<file path="src/rtl/tlc_gs_shifter.sv">
// Streams grayscale words MSB-first into a daisy-chained TLC5940 string and
// runs the gsclk/blank/latch cycle that displays the most recently completed frame.
module tlc_gs_shifter #(
   parameter int CHIPS   = 1,
   parameter int GS_BITS = 12
) (
   input  logic               clock,
   input  logic               reset_n,
   input  logic [GS_BITS-1:0] gs_data,
   input  logic               gs_valid,
   output logic               gs_ready,
   input  logic               led_xerr,
   output logic               led_sclk,
   output logic               led_sin,
   output logic               led_xlat,
   output logic               led_blank,
   output logic               led_gsclk,
   output logic               led_mode,
   output logic               frame_done,
   output logic               xerr_flag
);

   localparam int WORDS = 16 * CHIPS;
   localparam int WC_W  = $clog2(WORDS + 1);
   localparam int BC_W  = (GS_BITS > 1) ? $clog2(GS_BITS) : 1;

   typedef enum logic [1:0] {RUN, BLANK_A, LATCH, BLANK_B} pwm_state_t;
   typedef enum logic [1:0] {IDLE, SHIFT, FULL} sh_state_t;

   pwm_state_t         pwmState_q, pwmState_d;
   logic [12:0]        gsCnt_q, gsCnt_d;
   sh_state_t          shState_q, shState_d;
   logic [GS_BITS-1:0] shiftReg_q, shiftReg_d;
   logic [WC_W-1:0]    wordCnt_q, wordCnt_d;
   logic [BC_W-1:0]    bitCnt_q, bitCnt_d;
   logic               phase_q, phase_d;
   logic               xerrFlag_q, xerrFlag_d;
   logic               lastBit;
   logic               latchFrame;

   always_ff @(posedge clock) begin
      if (!reset_n) begin
         pwmState_q <= BLANK_A;
         gsCnt_q    <= '0;
         shState_q  <= IDLE;
         shiftReg_q <= '0;
         wordCnt_q  <= '0;
         bitCnt_q   <= '0;
         phase_q    <= 1'b0;
         xerrFlag_q <= 1'b0;
      end else begin
         pwmState_q <= pwmState_d;
         gsCnt_q    <= gsCnt_d;
         shState_q  <= shState_d;
         shiftReg_q <= shiftReg_d;
         wordCnt_q  <= wordCnt_d;
         bitCnt_q   <= bitCnt_d;
         phase_q    <= phase_d;
         xerrFlag_q <= xerrFlag_d;
      end
   end

   assign lastBit    = phase_q && (bitCnt_q == BC_W'(GS_BITS - 1));
   assign latchFrame = (pwmState_q == LATCH) && (shState_q == FULL);

   // The gsclk counter wraps 8191 -> 0 on its own, so blanking only needs to hold it at zero.
   always_comb begin
      pwmState_d = pwmState_q;
      gsCnt_d    = '0;
      xerrFlag_d = xerrFlag_q;
      case (pwmState_q)
         RUN: begin
            gsCnt_d    = gsCnt_q + 13'd1;
            xerrFlag_d = xerrFlag_q | ~led_xerr;
            if (gsCnt_q == 13'h1FFF) begin
               pwmState_d = BLANK_A;
            end
         end
         BLANK_A: pwmState_d = LATCH;
         LATCH:   pwmState_d = BLANK_B;
         BLANK_B: pwmState_d = RUN;
         default: pwmState_d = BLANK_A;
      endcase
   end

   // The final bit of a word is not shifted out, so led_sin keeps showing it while idle.
   always_comb begin
      shState_d  = shState_q;
      shiftReg_d = shiftReg_q;
      wordCnt_d  = wordCnt_q;
      bitCnt_d   = bitCnt_q;
      phase_d    = phase_q;
      case (shState_q)
         IDLE: begin
            if (gs_valid) begin
               shiftReg_d = gs_data;
               bitCnt_d   = '0;
               phase_d    = 1'b0;
               shState_d  = SHIFT;
            end
         end
         SHIFT: begin
            phase_d = ~phase_q;
            if (lastBit) begin
               wordCnt_d = wordCnt_q + WC_W'(1);
               shState_d = (wordCnt_q == WC_W'(WORDS - 1)) ? FULL : IDLE;
            end else if (phase_q) begin
               shiftReg_d = shiftReg_q << 1;
               bitCnt_d   = bitCnt_q + BC_W'(1);
            end
         end
         FULL: begin
            if (pwmState_q == LATCH) begin
               wordCnt_d = '0;
               shState_d = IDLE;
            end
         end
         default: shState_d = IDLE;
      endcase
   end

   // gs_ready is gated by reset_n so it stays low while reset is held.
   always_comb begin
      led_blank  = (pwmState_q != RUN);
      led_gsclk  = (pwmState_q == RUN) && gsCnt_q[0];
      led_xlat   = latchFrame;
      frame_done = latchFrame;
      led_sclk   = (shState_q == SHIFT) && phase_q;
      led_sin    = shiftReg_q[GS_BITS-1];
      gs_ready   = reset_n && (shState_q == IDLE);
      led_mode   = 1'b0;
      xerr_flag  = xerrFlag_q;
   end

endmodule

</file>
<file path="config.mk">
export PLATFORM = sky130hd
export DESIGN_NAME = tlc_gs_shifter
export DESIGN_NICKNAME = d
export VERILOG_FILES = /design/src/rtl/tlc_gs_shifter.sv
export SDC_FILE = /design/constraint.sdc
export NUM_CORES = 1
export LEC_CHECK = 0
export BUFFER_PORTS_ARGS = -buffer_cell sky130_fd_sc_hd__buf_2
export CORE_MARGIN = 4
export CORE_UTILIZATION = 40
export CTS_CLUSTER_DIAMETER = 150
export CTS_CLUSTER_SIZE = 8
export DETAILED_ROUTE_END_ITERATION = 8
export PLACE_DENSITY = 0.66
export SLEW_MARGIN = 40
export SYNTH_ARGS = -nofsm -noshare
export SYNTH_HDL_FRONTEND = slang
export SYNTH_SLANG_ARGS = --single-unit
</file>
<file path="constraint.sdc">
create_clock -name clock -period 1.6 [get_ports clock]
set_input_delay 0.24 -clock clock [delete_from_list [all_inputs] [get_ports clock]]
set_output_delay 0.24 -clock clock [all_outputs]
set_load 0.1 [all_outputs]
</file>
==> summary.md <==
| Metric | Value |
|---|---|
| CP top delay family | `buffers and inverters` |
| Buf/Inv on CP | `3` |
| Fin Clk Skew | `4.38 ps` |
| Die H | `77.2 um` |
| Ys flop type | `dfxtp_1` |
| Post-Syn Instances | `218` |
| Leakage | `0.936 nW` |
| Grt met2 use | `19.9%` |
| DIE WIDTH | `77.2 um` |
| Core ar. | `4500 um^2` |
| Slowest-stage cell, CP | `dfxtp_1` |
| Post-synth top area cell | `dfxtp_1` |
| Vias | `1582` |
| Diodes inserted | `0` |
| Initial antenna violation count | `0` |
| Vias in the first global route | `1480` |
| Seq/Total Area, Yosys | `41.8%` |
| Clk sinks | `40` |
| Initial Utilization | `42.5%` |
| Multi-input gate area | `1040 um^2` |
| Yosys top cell area share | `41.8%` |
| Hold Path Class | `in2reg` |
| Post-detailed-route wirelength per cell | `12.5 um` |
| Register bit total from synthesis | `40` |
| Finished Layout Cells | `301` |
| CP arrival | `1330 ps` |
| Largest net degree at the start of global routing | `14` |
| Htree depth | `2` |
| Commonest non-fill, non-tap cells in the layout | `39 x dfxtp_1, 24 x nor2_1, 17 x a21oi_1, 17 x buf_2, 13 x mux2i_1` |
| Critical Path Max Stage Delay | `310 ps` |
| Post-synthesis xor/xnor area fraction | `5.03%` |
| Mapped Area | `1910 um^2` |
| Max cap viols | `0` |
| Synth Area in Adders | `4.58%` |
| Crit share post-route | `98.0%` |
| Post-Synth Simple-Gate Area | `19.7%` |
| Pre-antenna DRT Iters | `4` |
| Final ANT Viol Nets | `0` |
| Most common cell after layout, fill and taps aside | `dfxtp_1` |
| Fin crit period | `1570 ps` |
| # port buffers | `23` |
| CP Class | `reg2out` |
| CP Max Fanout | `4` |
| Syn_nets | `241` |
| Syn-to-layout area delta | `22.2%` |
| Clock latency on the worst-skew pair | `290 ps` |
| Final Max Tran Viols | `0` |
| M1 GR Usage | `17.5%` |
| Startpoint types | `flop` |
| GRT Residual Overflow | `0` |
| CTS tree | `built` |
| Clk buf depth | `2` |
| Status | `finished, final reports clean` |
| Req. time, crit path | `1360 ps` |
| Post-DP HPWL | `2.79 mm` |
| Netlist cell types | `41` |
| Power per Cell Area | `1060 nW/um^2` |
| Placed insts | `292` |
| RSZ-0062 raised after global routing | `yes` |
| Placer Congestion | `0.845` |
| Setup violators final | `0` |
| CTS Buf Count | `5` |
| DRT Wirelength | `3.75 mm` |
| IO Count | `25` |
| DRC errors left | `0` |
| Critical path, cell by cell | `inv_1 > ha_2 > nand2_4 > clkinvlp_4 > buf_12` |
| Yosys synthesis warning count | `0` |
| Die Area | `5960 um^2` |
| Final Hold Vio Count | `0` |
| Area fraction in compound gates after synthesis | `15.7%` |
| 1st-iter DRT viols | `49` |
| Share of cells above drive strength 1 | `23.3%` |
| Reg area | `802 um^2` |
| Maximum clock frequency | `637 MHz` |
| FILL cells | `439` |
| Area after DPL | `2210 um^2` |
| Vias per cell | `5.26` |
| Post-synth EDFFs | `0` |
| Area contributors post-synth | `dfxtp_1 42%, mux2i_1 6.8%, nor2_1 4.9%` |
| Fraction of registers with async set/reset | `0%` |
| Critical path endpoint category | `output pin` |
| GRT met3 Usage | `4.22%` |
| Main combinational cell family by area after synthesis | `simple AND/OR/NAND/NOR gates` |
| Clock transition at the registers of the reported paths | `70 ps` |
| Clock root cell | `clkbuf_8` |
| Gr busiest metal | `met2` |
| Fraction of synthesized area in multiplexers | `6.80%` |
| Total Routing Usage GR | `13.3%` |
| Fin area | `2340 um^2` |
| Global-route wire length before repair | `6.49 mm` |
| Syn Area/Cell | `8.78 um^2` |
| Row count | `24` |
| Fin nets | `271` |
| Peak VDD IR | `0.531 mV` |
## routing by layer
layer / wire length (um) / vias up
li1: - / 824
met1: 1900 / 729
met2: 1620 / 24
met3: 172 / 5
met4: 55 / 0
met5: 0 / -
## state kept, by name, summed over array words and instances (netlist names)
name        cells
gsCnt_q        13
shiftReg_q     12
wordCnt_q       5
bitCnt_q        4
pwmState_q      2
shState_q       2
phase_q         1
xerr_flag       1
## worst reg2reg max path: stages (launching register included)
cell and delay, ps:
dfxtp_1 400, ha_1 220, nand3b_1 160, nand3_2 150
a21oi_2 60, buf_4 190, a211oi_1 230
## power by group
group / internal, mW / leakage [nW] / switching (mW) / total (mW)
clock network: 0.352 / 0.0455 / 0.333 / 0.685
registers: 1.07 / 0.327 / 0.0477 / 1.12
logic: 0.235 / 0.564 / 0.437 / 0.672
total: 1.66 / 0.936 / 0.817 / 2.47
## what timing repair did
item | in CTS | in global routing
endpoints found under the setup margin | 3 | 11
pin swaps | 0 | 4
hold buffers | 0 | 0
buffers inserted | 1 | 0
resized for setup | 3 | 5
## cell families (layout without fill, tap and decap cells)
logic type      count (synthesis)  after routing
simple gates                   75             75
buf+inv                        24             55
compound gates                 47             47
xor+xnor                       11             11
flops                          40             40
other cells                     1              1
mux                            13             13
fa+ha+maj                       7              7
## final timing paths
kind / cells after the start / to / slack (ps) / start
min: 3 / shiftReg_q[0] / 220 / gs_data[0]
max reg2reg: 6 / shiftReg_q[10] / 110 / bitCnt_q[0]
max: 5 / led_xlat / 30 / pwmState_q[0]
min reg2reg: 1 / gsCnt_q[0] / 440 / gsCnt_q[0]
## synth_stat cells, types with 2 or more instances
| library cell | count |
|---|---|
| nor2b_1 | 4 |
| clkbuf_1 | 4 |
| buf_4 | 5 |
| o21ai_0 | 4 |
| ha_1 | 7 |
| and4_1 | 3 |
| and3_1 | 3 |
| nand4_1 | 5 |
| a21oi_1 | 17 |
| xor2_1 | 9 |
| nand3b_1 | 3 |
| xnor2_1 | 2 |
| and2_1 | 2 |
| o21ai_1 | 2 |
| a211oi_1 | 12 |
| nand2_1 | 13 |
| o21a_1 | 2 |
| nand3_1 | 8 |
| dfxtp_1 | 40 |
| inv_1 | 11 |
| nor2_1 | 25 |
| nor3_1 | 4 |
| a31oi_1 | 2 |
| mux2i_1 | 13 |
| buf_2 | 2 |
## layout make-up
type,count,share of cell area [%]
clock buffers,8,3.85
inverters,12,2.19
multi-input cells,154,44.3
flip-flops and latches,40,34.3
well taps,52,2.78
repair buffers,35,12.6
## metrics by stage
step	TNS, ps	utilization [%]	hold WS [ps]	total power, mW	setup slack [ps]
after floorplan	-118	-	397	1.61	-109
after global placement	0	49.1	444	1.79	132
after detailed placement	0	49.1	456	1.80	105
after CTS	0	51.5	208	2.50	8.99
after global routing	-143	51.9	219	2.60	-52.0
final	0	51.9	218	2.47	31.3
(Power assumes the default switching activity.)
